[src/rtl/hazard_ctrl_gen_if.sv]
// ---------------------------------------------------------------------------
// hazard_ctrl_gen_if
//   Bundle between the R->C->M->W pipeline and the hazard/forwarding
//   controller (hazard_ctrl_gen).
//
//   Pipeline status (pipeline -> controller):
//     rsAdr_R    NUM_SRC*REG_ADR_W  source addresses in R, source i at
//                                   [i*REG_ADR_W +: REG_ADR_W]
//     rsUsed_R   NUM_SRC            source i is actually read
//     rdAdr_C/M/W, RegWrite_C/M/W   destination address / write enable
//     MemLoad_C/M                   stage holds a load
//     Busy_C                        multi-cycle unit in C not done
//     Redirect_C                    taken branch/jump resolved in C
//   Controls (controller -> pipeline):
//     FwdSel_C   2*NUM_SRC          registered forward selects (0 none,
//                                   1 C, 2 M, 3 W)
//     StallPC, StallIR, FlushIR, FlushRC, HoldRC
//     StallCnt, FlushCnt            performance counters (0 if disabled)
//     dbg_state, dbg_cnt            load-stall FSM state and counter
//
//   Handshake: there is no valid/ready pair. Every status signal is sampled
//   on every rising clk edge and every control is level-significant for the
//   cycle in which it is asserted; the pipeline must obey the controls in
//   that same cycle.
//
//   master modport: pipeline side. slave modport: controller side.
// ---------------------------------------------------------------------------
interface hazard_ctrl_gen_if #(
  parameter int REG_ADR_W = 5,
  parameter int NUM_SRC   = 2
);
  logic [NUM_SRC*REG_ADR_W-1:0] rsAdr_R;
  logic [NUM_SRC-1:0]           rsUsed_R;
  logic [REG_ADR_W-1:0]         rdAdr_C;
  logic [REG_ADR_W-1:0]         rdAdr_M;
  logic [REG_ADR_W-1:0]         rdAdr_W;
  logic                         RegWrite_C;
  logic                         RegWrite_M;
  logic                         RegWrite_W;
  logic                         MemLoad_C;
  logic                         MemLoad_M;
  logic                         Busy_C;
  logic                         Redirect_C;

  logic [2*NUM_SRC-1:0]         FwdSel_C;
  logic                         StallPC;
  logic                         StallIR;
  logic                         FlushIR;
  logic                         FlushRC;
  logic                         HoldRC;
  logic [31:0]                  StallCnt;
  logic [31:0]                  FlushCnt;
  logic                         dbg_state;
  logic [1:0]                   dbg_cnt;

  modport master (
    output rsAdr_R, rsUsed_R, rdAdr_C, rdAdr_M, rdAdr_W,
           RegWrite_C, RegWrite_M, RegWrite_W, MemLoad_C, MemLoad_M,
           Busy_C, Redirect_C,
    input  FwdSel_C, StallPC, StallIR, FlushIR, FlushRC, HoldRC,
           StallCnt, FlushCnt, dbg_state, dbg_cnt
  );

  modport slave (
    input  rsAdr_R, rsUsed_R, rdAdr_C, rdAdr_M, rdAdr_W,
           RegWrite_C, RegWrite_M, RegWrite_W, MemLoad_C, MemLoad_M,
           Busy_C, Redirect_C,
    output FwdSel_C, StallPC, StallIR, FlushIR, FlushRC, HoldRC,
           StallCnt, FlushCnt, dbg_state, dbg_cnt
  );
endinterface

[src/rtl/hazard_ctrl_gen.sv]
// ---------------------------------------------------------------------------
// hazard_ctrl_gen
//   Hazard / forwarding controller for the R->C->M->W integer pipeline.
//   Sits beside the register-read stage. Detects RAW dependencies of up to
//   NUM_SRC read ports against the C, M and W destinations, produces the
//   registered forward selects used in C, inserts load-use bubbles
//   (LOAD_BUBBLES deep), holds R->C while a multi-cycle unit in C is busy
//   and flushes the wrong path on a branch redirect.
//
//   Priority: reset > Redirect_C > Busy_C > load-stall FSM > forwarding.
//
//   Ports:
//     clk    clock
//     reset  synchronous, active-high
//     hz     hazard_ctrl_gen_if.slave (see interface for signal list)
//
//   Parameters:
//     REG_ADR_W     register address width
//     NUM_SRC       number of checked source operands (1..3)
//     LOAD_BUBBLES  bubbles a consumer needs directly behind a load (1 or 2)
//
//   Build option:
//     HAZARD_PERF_CNT_EN  when defined, StallCnt/FlushCnt are saturating
//                         32-bit counters; otherwise they are constant 0.
// ---------------------------------------------------------------------------
module hazard_ctrl_gen #(
  parameter int REG_ADR_W    = 5,
  parameter int NUM_SRC      = 2,
  parameter int LOAD_BUBBLES = 1
) (
  input  logic             clk,
  input  logic             reset,
  hazard_ctrl_gen_if.slave hz
);

  localparam logic [0:0] ST_RUN   = 1'b0;
  localparam logic [0:0] ST_LWAIT = 1'b1;

  localparam logic [1:0] FWD_NONE = 2'd0;
  localparam logic [1:0] FWD_C    = 2'd1;
  localparam logic [1:0] FWD_M    = 2'd2;
  localparam logic [1:0] FWD_W    = 2'd3;

  localparam logic [1:0] LB_N = 2'(LOAD_BUBBLES);

  // -------------------------------------------------------------------------
  // Registered state
  // -------------------------------------------------------------------------
  logic [0:0]           state_q, state_d;
  logic [1:0]           cnt_q,   cnt_d;
  logic [2*NUM_SRC-1:0] fwd_q,   fwd_d;

  // -------------------------------------------------------------------------
  // Per-source match against C/M/W and load-use bubble requirement
  // -------------------------------------------------------------------------
  logic [2*NUM_SRC-1:0] fwd_match;
  logic [1:0]           need_n;
  logic [REG_ADR_W-1:0] src_adr;
  logic                 hit_c;
  logic                 hit_m;
  logic                 hit_w;

  always_comb begin
    fwd_match = '0;
    need_n    = 2'd0;
    src_adr   = '0;
    hit_c     = 1'b0;
    hit_m     = 1'b0;
    hit_w     = 1'b0;
    for (int i = 0; i < NUM_SRC; i++) begin
      src_adr = hz.rsAdr_R[i*REG_ADR_W +: REG_ADR_W];
      // Register 0 is hard-wired, so writes to it never create a dependency.
      hit_c = hz.rsUsed_R[i] && hz.RegWrite_C && (hz.rdAdr_C != '0) &&
              (src_adr == hz.rdAdr_C);
      hit_m = hz.rsUsed_R[i] && hz.RegWrite_M && (hz.rdAdr_M != '0) &&
              (src_adr == hz.rdAdr_M);
      hit_w = hz.rsUsed_R[i] && hz.RegWrite_W && (hz.rdAdr_W != '0) &&
              (src_adr == hz.rdAdr_W);

      // Youngest producer wins: its value supersedes the older ones.
      if (hit_c) begin
        fwd_match[2*i +: 2] = FWD_C;
      end else if (hit_m) begin
        fwd_match[2*i +: 2] = FWD_M;
      end else if (hit_w) begin
        fwd_match[2*i +: 2] = FWD_W;
      end else begin
        fwd_match[2*i +: 2] = FWD_NONE;
      end

      // Worst requirement over all sources decides the bubble count. With a
      // two-cycle load path a load already in M still lacks one cycle, but
      // only if no younger producer in C shadows it.
      if (hit_c && hz.MemLoad_C) begin
        if (need_n < LB_N) begin
          need_n = LB_N;
        end
      end else if ((LOAD_BUBBLES == 2) && !hit_c && hit_m && hz.MemLoad_M) begin
        if (need_n == 2'd0) begin
          need_n = 2'd1;
        end
      end
    end
  end

  // -------------------------------------------------------------------------
  // Control outputs and next-state
  // -------------------------------------------------------------------------
  logic stall_pc;
  logic stall_ir;
  logic flush_ir;
  logic flush_rc;
  logic hold_rc;

  always_comb begin
    stall_pc = 1'b0;
    stall_ir = 1'b0;
    flush_ir = 1'b0;
    flush_rc = 1'b0;
    hold_rc  = 1'b0;
    state_d  = state_q;
    cnt_d    = cnt_q;
    fwd_d    = fwd_q;

    if (reset) begin
      // Outputs stay quiet; reset abandons any load stall in progress.
      state_d = ST_RUN;
      cnt_d   = 2'd0;
      fwd_d   = '0;
    end else if (hz.Redirect_C) begin
      // The stalled consumer is on the wrong path, so any stall or hold is
      // dropped and the younger stages are killed instead.
      flush_ir = 1'b1;
      flush_rc = 1'b1;
      state_d  = ST_RUN;
      cnt_d    = 2'd0;
      fwd_d    = '0;
    end else if (hz.Busy_C) begin
      // Freeze R and C as they are; the load decision is re-taken when the
      // unit finishes, since the producer has not advanced.
      stall_pc = 1'b1;
      stall_ir = 1'b1;
      hold_rc  = 1'b1;
    end else begin
      case (state_q)
        ST_RUN: begin
          if (need_n != 2'd0) begin
            stall_pc = 1'b1;
            stall_ir = 1'b1;
            flush_rc = 1'b1;
            fwd_d    = '0;
            if (need_n == 2'd2) begin
              state_d = ST_LWAIT;
              cnt_d   = 2'd0;
            end
          end else begin
            fwd_d = fwd_match;
          end
        end
        ST_LWAIT: begin
          // Producer is still moving toward M/W; no detection until it lands.
          stall_pc = 1'b1;
          stall_ir = 1'b1;
          flush_rc = 1'b1;
          fwd_d    = '0;
          if (cnt_q == 2'd0) begin
            state_d = ST_RUN;
          end else begin
            cnt_d = cnt_q - 2'd1;
          end
        end
        default: begin
          state_d = ST_RUN;
          cnt_d   = 2'd0;
          fwd_d   = '0;
        end
      endcase
    end
  end

  always_ff @(posedge clk) begin
    if (reset) begin
      state_q <= ST_RUN;
      cnt_q   <= 2'd0;
      fwd_q   <= '0;
    end else begin
      state_q <= state_d;
      cnt_q   <= cnt_d;
      fwd_q   <= fwd_d;
    end
  end

  assign hz.FwdSel_C  = fwd_q;
  assign hz.StallPC   = stall_pc;
  assign hz.StallIR   = stall_ir;
  assign hz.FlushIR   = flush_ir;
  assign hz.FlushRC   = flush_rc;
  assign hz.HoldRC    = hold_rc;
  assign hz.dbg_state = state_q;
  assign hz.dbg_cnt   = cnt_q;

  // -------------------------------------------------------------------------
  // Performance counters
  // -------------------------------------------------------------------------
`ifdef HAZARD_PERF_CNT_EN
  logic [31:0] stall_cnt_q;
  logic [31:0] flush_cnt_q;

  always_ff @(posedge clk) begin
    if (reset) begin
      stall_cnt_q <= '0;
      flush_cnt_q <= '0;
    end else begin
      // Saturate rather than wrap so long runs never under-report.
      if (stall_pc && (stall_cnt_q != 32'hFFFF_FFFF)) begin
        stall_cnt_q <= stall_cnt_q + 32'd1;
      end
      if (hz.Redirect_C && (flush_cnt_q != 32'hFFFF_FFFF)) begin
        flush_cnt_q <= flush_cnt_q + 32'd1;
      end
    end
  end

  assign hz.StallCnt = stall_cnt_q;
  assign hz.FlushCnt = flush_cnt_q;
`else
  assign hz.StallCnt = 32'd0;
  assign hz.FlushCnt = 32'd0;
`endif

endmodule

[src/flat_wrapper.sv]
// flat-port wrapper written by rule: the top's interface ports become plain ports
module hazard_ctrl_gen_flat 
#(
  parameter int REG_ADR_W    = 5,
  parameter int NUM_SRC      = 2,
  parameter int LOAD_BUBBLES = 1
)
  (clk, reset, hz_rsAdr_R, hz_rsUsed_R, hz_rdAdr_C, hz_rdAdr_M, hz_rdAdr_W, hz_RegWrite_C, hz_RegWrite_M, hz_RegWrite_W, hz_MemLoad_C, hz_MemLoad_M, hz_Busy_C, hz_Redirect_C, hz_FwdSel_C, hz_StallPC, hz_StallIR, hz_FlushIR, hz_FlushRC, hz_HoldRC, hz_StallCnt, hz_FlushCnt, hz_dbg_state, hz_dbg_cnt);
  hazard_ctrl_gen_if #(.REG_ADR_W(REG_ADR_W), .NUM_SRC(NUM_SRC)) hz_i ();
  input  logic clk;
  input  logic reset;
  input wire logic [$bits(hz_i.rsAdr_R)-1:0] hz_rsAdr_R;
  input wire logic [$bits(hz_i.rsUsed_R)-1:0] hz_rsUsed_R;
  input wire logic [$bits(hz_i.rdAdr_C)-1:0] hz_rdAdr_C;
  input wire logic [$bits(hz_i.rdAdr_M)-1:0] hz_rdAdr_M;
  input wire logic [$bits(hz_i.rdAdr_W)-1:0] hz_rdAdr_W;
  input wire logic [$bits(hz_i.RegWrite_C)-1:0] hz_RegWrite_C;
  input wire logic [$bits(hz_i.RegWrite_M)-1:0] hz_RegWrite_M;
  input wire logic [$bits(hz_i.RegWrite_W)-1:0] hz_RegWrite_W;
  input wire logic [$bits(hz_i.MemLoad_C)-1:0] hz_MemLoad_C;
  input wire logic [$bits(hz_i.MemLoad_M)-1:0] hz_MemLoad_M;
  input wire logic [$bits(hz_i.Busy_C)-1:0] hz_Busy_C;
  input wire logic [$bits(hz_i.Redirect_C)-1:0] hz_Redirect_C;
  output wire logic [$bits(hz_i.FwdSel_C)-1:0] hz_FwdSel_C;
  output wire logic [$bits(hz_i.StallPC)-1:0] hz_StallPC;
  output wire logic [$bits(hz_i.StallIR)-1:0] hz_StallIR;
  output wire logic [$bits(hz_i.FlushIR)-1:0] hz_FlushIR;
  output wire logic [$bits(hz_i.FlushRC)-1:0] hz_FlushRC;
  output wire logic [$bits(hz_i.HoldRC)-1:0] hz_HoldRC;
  output wire logic [$bits(hz_i.StallCnt)-1:0] hz_StallCnt;
  output wire logic [$bits(hz_i.FlushCnt)-1:0] hz_FlushCnt;
  output wire logic [$bits(hz_i.dbg_state)-1:0] hz_dbg_state;
  output wire logic [$bits(hz_i.dbg_cnt)-1:0] hz_dbg_cnt;
  assign hz_i.rsAdr_R = hz_rsAdr_R;
  assign hz_i.rsUsed_R = hz_rsUsed_R;
  assign hz_i.rdAdr_C = hz_rdAdr_C;
  assign hz_i.rdAdr_M = hz_rdAdr_M;
  assign hz_i.rdAdr_W = hz_rdAdr_W;
  assign hz_i.RegWrite_C = hz_RegWrite_C;
  assign hz_i.RegWrite_M = hz_RegWrite_M;
  assign hz_i.RegWrite_W = hz_RegWrite_W;
  assign hz_i.MemLoad_C = hz_MemLoad_C;
  assign hz_i.MemLoad_M = hz_MemLoad_M;
  assign hz_i.Busy_C = hz_Busy_C;
  assign hz_i.Redirect_C = hz_Redirect_C;
  assign hz_FwdSel_C = hz_i.FwdSel_C;
  assign hz_StallPC = hz_i.StallPC;
  assign hz_StallIR = hz_i.StallIR;
  assign hz_FlushIR = hz_i.FlushIR;
  assign hz_FlushRC = hz_i.FlushRC;
  assign hz_HoldRC = hz_i.HoldRC;
  assign hz_StallCnt = hz_i.StallCnt;
  assign hz_FlushCnt = hz_i.FlushCnt;
  assign hz_dbg_state = hz_i.dbg_state;
  assign hz_dbg_cnt = hz_i.dbg_cnt;
  hazard_ctrl_gen #(.REG_ADR_W(REG_ADR_W), .NUM_SRC(NUM_SRC), .LOAD_BUBBLES(LOAD_BUBBLES)) u_core (.clk(clk), .reset(reset), .hz(hz_i));
endmodule
[config.mk]
export PLATFORM = sky130hd
export DESIGN_NAME = hazard_ctrl_gen_flat
export DESIGN_NICKNAME = d
export VERILOG_FILES = /design/src/rtl/hazard_ctrl_gen_if.sv /design/src/rtl/hazard_ctrl_gen.sv /design/src/flat_wrapper.sv
export SDC_FILE = /design/constraint.sdc
export NUM_CORES = 1
export LEC_CHECK = 0
export CAP_MARGIN = 0
export CORE_MARGIN = 1
export CORE_UTILIZATION = 30
export DETAILED_ROUTE_END_ITERATION = 7
export PLACE_DENSITY = 0.89
export SLEW_MARGIN = 0
export SYNTH_ARGS = -nofsm -noshare
export SYNTH_HDL_FRONTEND = slang
export SYNTH_SLANG_ARGS = --single-unit
[constraint.sdc]
create_clock -name clk -period 4.58 [get_ports clk]
set_clock_uncertainty 0.1 [all_clocks]
set_input_delay 0.916 -clock clk [delete_from_list [all_inputs] [get_ports clk]]
set_output_delay 0.916 -clock clk [all_outputs]
set_load 0.01 [all_outputs]
==> insert_results.sql <==
INSERT INTO impl_metrics (metric_group, metric, value, unit) VALUES
('critical_path', 'crit_buf_inv', '2', ''),
('pwr', 'internal-power', '0.170', 'mW'),
('global_route', 'grt_pass1_vias', '862', ''),
('drt', 'post_drt_wl_per_cell', '9.76', 'um'),
('global_route', 'met1_usage', '12.3', '%'),
('critical_path', 'worstPathMaxFanout', '3', ''),
('timing', 'final_hold_viol_count', '0', ''),
('drt', 'drt-initial-drc-count', '18', ''),
('critical_path', 'critical_path.endpoint_type', 'primary output', ''),
('clock_network', 'ctsLongestPathBuffers', '2', ''),
('critical_path', 'crit_path_max_cell_delay', '600', 'ps'),
('drt', 'antenna_violating_nets_post_route', '0', ''),
('logic_synthesis', 'synth.cell_area', '1250', 'um^2'),
('pwr', 'power_per_cell_area', '162', 'nW/um^2'),
('logic_synthesis', 'synth_top_cell_area_share', '39.1', '%'),
('clock_network', 'ctsRootBufferMaster', 'clkbuf_8', ''),
('clock_network', 'cts_hold_buffers', '0', ''),
('drt', 'route.detailed.drc', '0', ''),
('logic_synthesis', 'netlist.top_cell.by_area', 'buf_4', ''),
('clock_network', 'post_cts_resize_count', '0', ''),
('drt', 'routed-via-count', '1020', ''),
('timing', 'achievable-frequency', '230', 'MHz'),
('critical_path', 'arrival', '3330', 'ps'),
('timing', 'finalCritPeriodShare', '94.9', '%'),
('die', 'die-width', '66.5', 'um'),
('clock_network', 'postcts_setup_bufs', '0', ''),
('critical_path', 'worst_path_max_delay_cell', 'clkdlybuf4s50_1', ''),
('die', 'floorplan.initialDensity', '31.2', '%'),
('pwr', 'proportion_of_power_drawn_by_flip_flops_and_latches', '24.2', '%'),
('die', 'die-area', '4420', 'um^2'),
('global_route', 'met2_usage', '21.8', '%'),
('pwr', 'power.switching', '0.0835', 'mW'),
('logic_synthesis', 'synth-async-reset-ratio', '0', '%'),
('critical_path', 'required', '3560', 'ps'),
('cells_and_area', 'drive_gt1_share', '3.83', '%'),
('placement', 'routability_congestion', '0.854', ''),
('timing', 'max_slew_margin', '63.0', '%'),
('cells_and_area', 'layout.nets', '247', ''),
('global_route', 'global_route.usage.met3', '1.88', '%'),
('critical_path', 'worst_path_dominant_cell_family', 'buffers and inverters', ''),
('placement', 'detailedPlacementHpwl', '2300', 'um'),
('logic_synthesis', 'synth-seq-cells', '7', ''),
('global_route', 'overflow', '0', ''),
('logic_synthesis', 'most_frequently_used_flop_master_after_synthesis', 'dfxtp_1', ''),
('cells_and_area', 'fillCellCount', '436', ''),
('die', 'num_io_pins', '112', ''),
('die', 'rows', '23', ''),
('logic_synthesis', 'post_synth_num_cell_types', '31', ''),
('drt', 'drt-pass1-iter-count', '3', ''),
('timing', 'timing.final.max_slew_violations', '0', ''),
('global_route', 'first_pass_grt_wire_length', '3840', 'um'),
('status', 'run_status', 'complete, no violations', ''),
('clock_network', 'cts.clk_slew.worst_paths', '40', 'ps'),
('cells_and_area', 'diode_insertion_count_for_antenna_repair', '0', ''),
('timing', 'rsz0062_at_grt', 'no', ''),
('cells_and_area', 'layout_commonest_cell', 'conb_1', ''),
('logic_synthesis', 'yosys_warnings', '0', ''),
('timing', 'final_layout_setup_total_negative_slack', '0', 'ps'),
('logic_synthesis', 'synth_enable_flop_cells', '0', ''),
('global_route', 'antenna_violations_before_repair', '0', ''),
('global_route', 'global_router_s_overall_resource_usage', '11.6', '%'),
('cells_and_area', 'mostFrequentLayoutCells', '64 x conb_1, 46 x clkdlybuf4s50_1, 19 x xnor2_1, 12 x xor2_1, 8 x nand2_1', ''),
('logic_synthesis', 'synthTopCellsByArea', 'buf_4 39%, xnor2_1 13%, dfxtp_1 11%', ''),
('worst_hold_path', 'hold_path_class', 'register to register', ''),
('timing', 'transition_at_the_pin_with_the_smallest_max_transition_slack', '551', 'ps'),
('timing', 'finalHoldWorstSlack', '346', 'ps'),
('placement', 'io_buffer_count', '46', ''),
('cells_and_area', 'areaGrowthSynthToFinish', '25.4', '%'),
('clock_network', 'clock_insertion_delay_worst_skew', '230', 'ps'),
('global_route', 'grt_start_max_net_pins', '9', ''),
('critical_path', 'category_of_the_worst_setup_path_launch_point', 'primary input', '');
## power groups by stage
stage / Combinational, mW / Sequential, mW / Clock (mW)
finish: 0.107 / 0.0615 / 0.0857
global route: 0.118 / 0.0614 / 0.0923
CTS: 0.107 / 0.0614 / 0.0882
detailed placement: 0.106 / 0.0624 / 0
global placement: 0.104 / 0.0624 / 0
floorplan: 0.0964 / 0.0625 / 0
## cell families (layout without fill, tap and decap cells)
| family | after synthesis | after routing | synth area share [%] |
|---|---|---|---|
| AOI/OAI and AO/OA | 16 | 16 | 9.42 |
| xor gates and xnor gates | 31 | 31 | 21.7 |
| DFF | 7 | 7 | 11.2 |
| other | 1 | 64 | 0.300 |
| buffers and inverters | 69 | 54 | 40.3 |
| adders and majority gates | 1 | 1 | 1.00 |
| and+or+nand+nor | 36 | 36 | 16.0 |
## Yosys cell counts (2+ instances only)
cell       instances
nor2_1             4
inv_1              4
xnor2_1           19
dfxtp_1            7
o21ai_1            4
nand4_1            3
xor2_1            12
nand3_1            3
nor4_1             3
buf_4             65
or4_1              3
nor2b_1            2
nor3_1             6
nand2_1            8
a2111oi_0          2
## sequential cells by signal, summed over array words and instances, names as in the netlist
signal	cells
u_core.hz.FwdSel_C	4
u_core.hz.dbg_cnt	2
u_core.hz.dbg_state	1
## layout make-up
cell class	count	area [um^2]	share of cell area [%]
inverter	4	15.0	0.959
timing repair buffer	46	460	29.4
clock buffer	4	45.0	2.88
tap	50	62.6	4.00
multi-input combinational	148	842	53.8
sequential	7	140	8.95
## routing by layer
| layer | share of wire, % | vias to the layer above |
|---|---|---|
| li1 | - | 509 |
| met1 | 39 | 435 |
| met2 | 51 | 70 |
| met3 | 8.3 | 6 |
| met4 | 1.7 | 0 |
| met5 | 0 | - |
## through the flow
| stage | cells | setup WS (ps) | utilization (%) | power [mW] | instance area (um^2) |
|---|---|---|---|---|---|
| floorplan | 224 | 1300 | - | 0.159 | 1490 |
| global placement | 255 | 378 | 38.0 | 0.167 | 1520 |
| detailed placement | 255 | 215 | 38.0 | 0.169 | 1520 |
| CTS | 259 | 198 | 39.1 | 0.256 | 1570 |
| global route | 259 | 55.1 | 39.1 | 0.271 | 1570 |
| finish | 259 | 234 | 39.1 | 0.254 | 1570 |
## path summary, 6_finish.rpt
| kind | endpoint | slack (ps) | cells past startpoint | from |
|---|---|---|---|---|
| worst max-delay path | hz_StallIR | 230 | 8 | hz_rsAdr_R[2] |
| worst min-delay path | u_core.hz.FwdSel_C[2] | 350 | 2 | u_core.hz.FwdSel_C[2] |
| worst max register to register | u_core.hz.dbg_cnt[1] | 3030 | 5 | u_core.hz.dbg_cnt[0] |
| worst min register to register | u_core.hz.FwdSel_C[2] | 350 | 2 | u_core.hz.FwdSel_C[2] |
## worst register-to-register path: stages (launching register included)
cell and delay [ps]:
dfxtp_1 360, inv_1 60, ha_1 200, nor3_1 300, nor2_1 70, a2111oi_0 340
No activity file was read; power rests on OpenSTA's default activity.
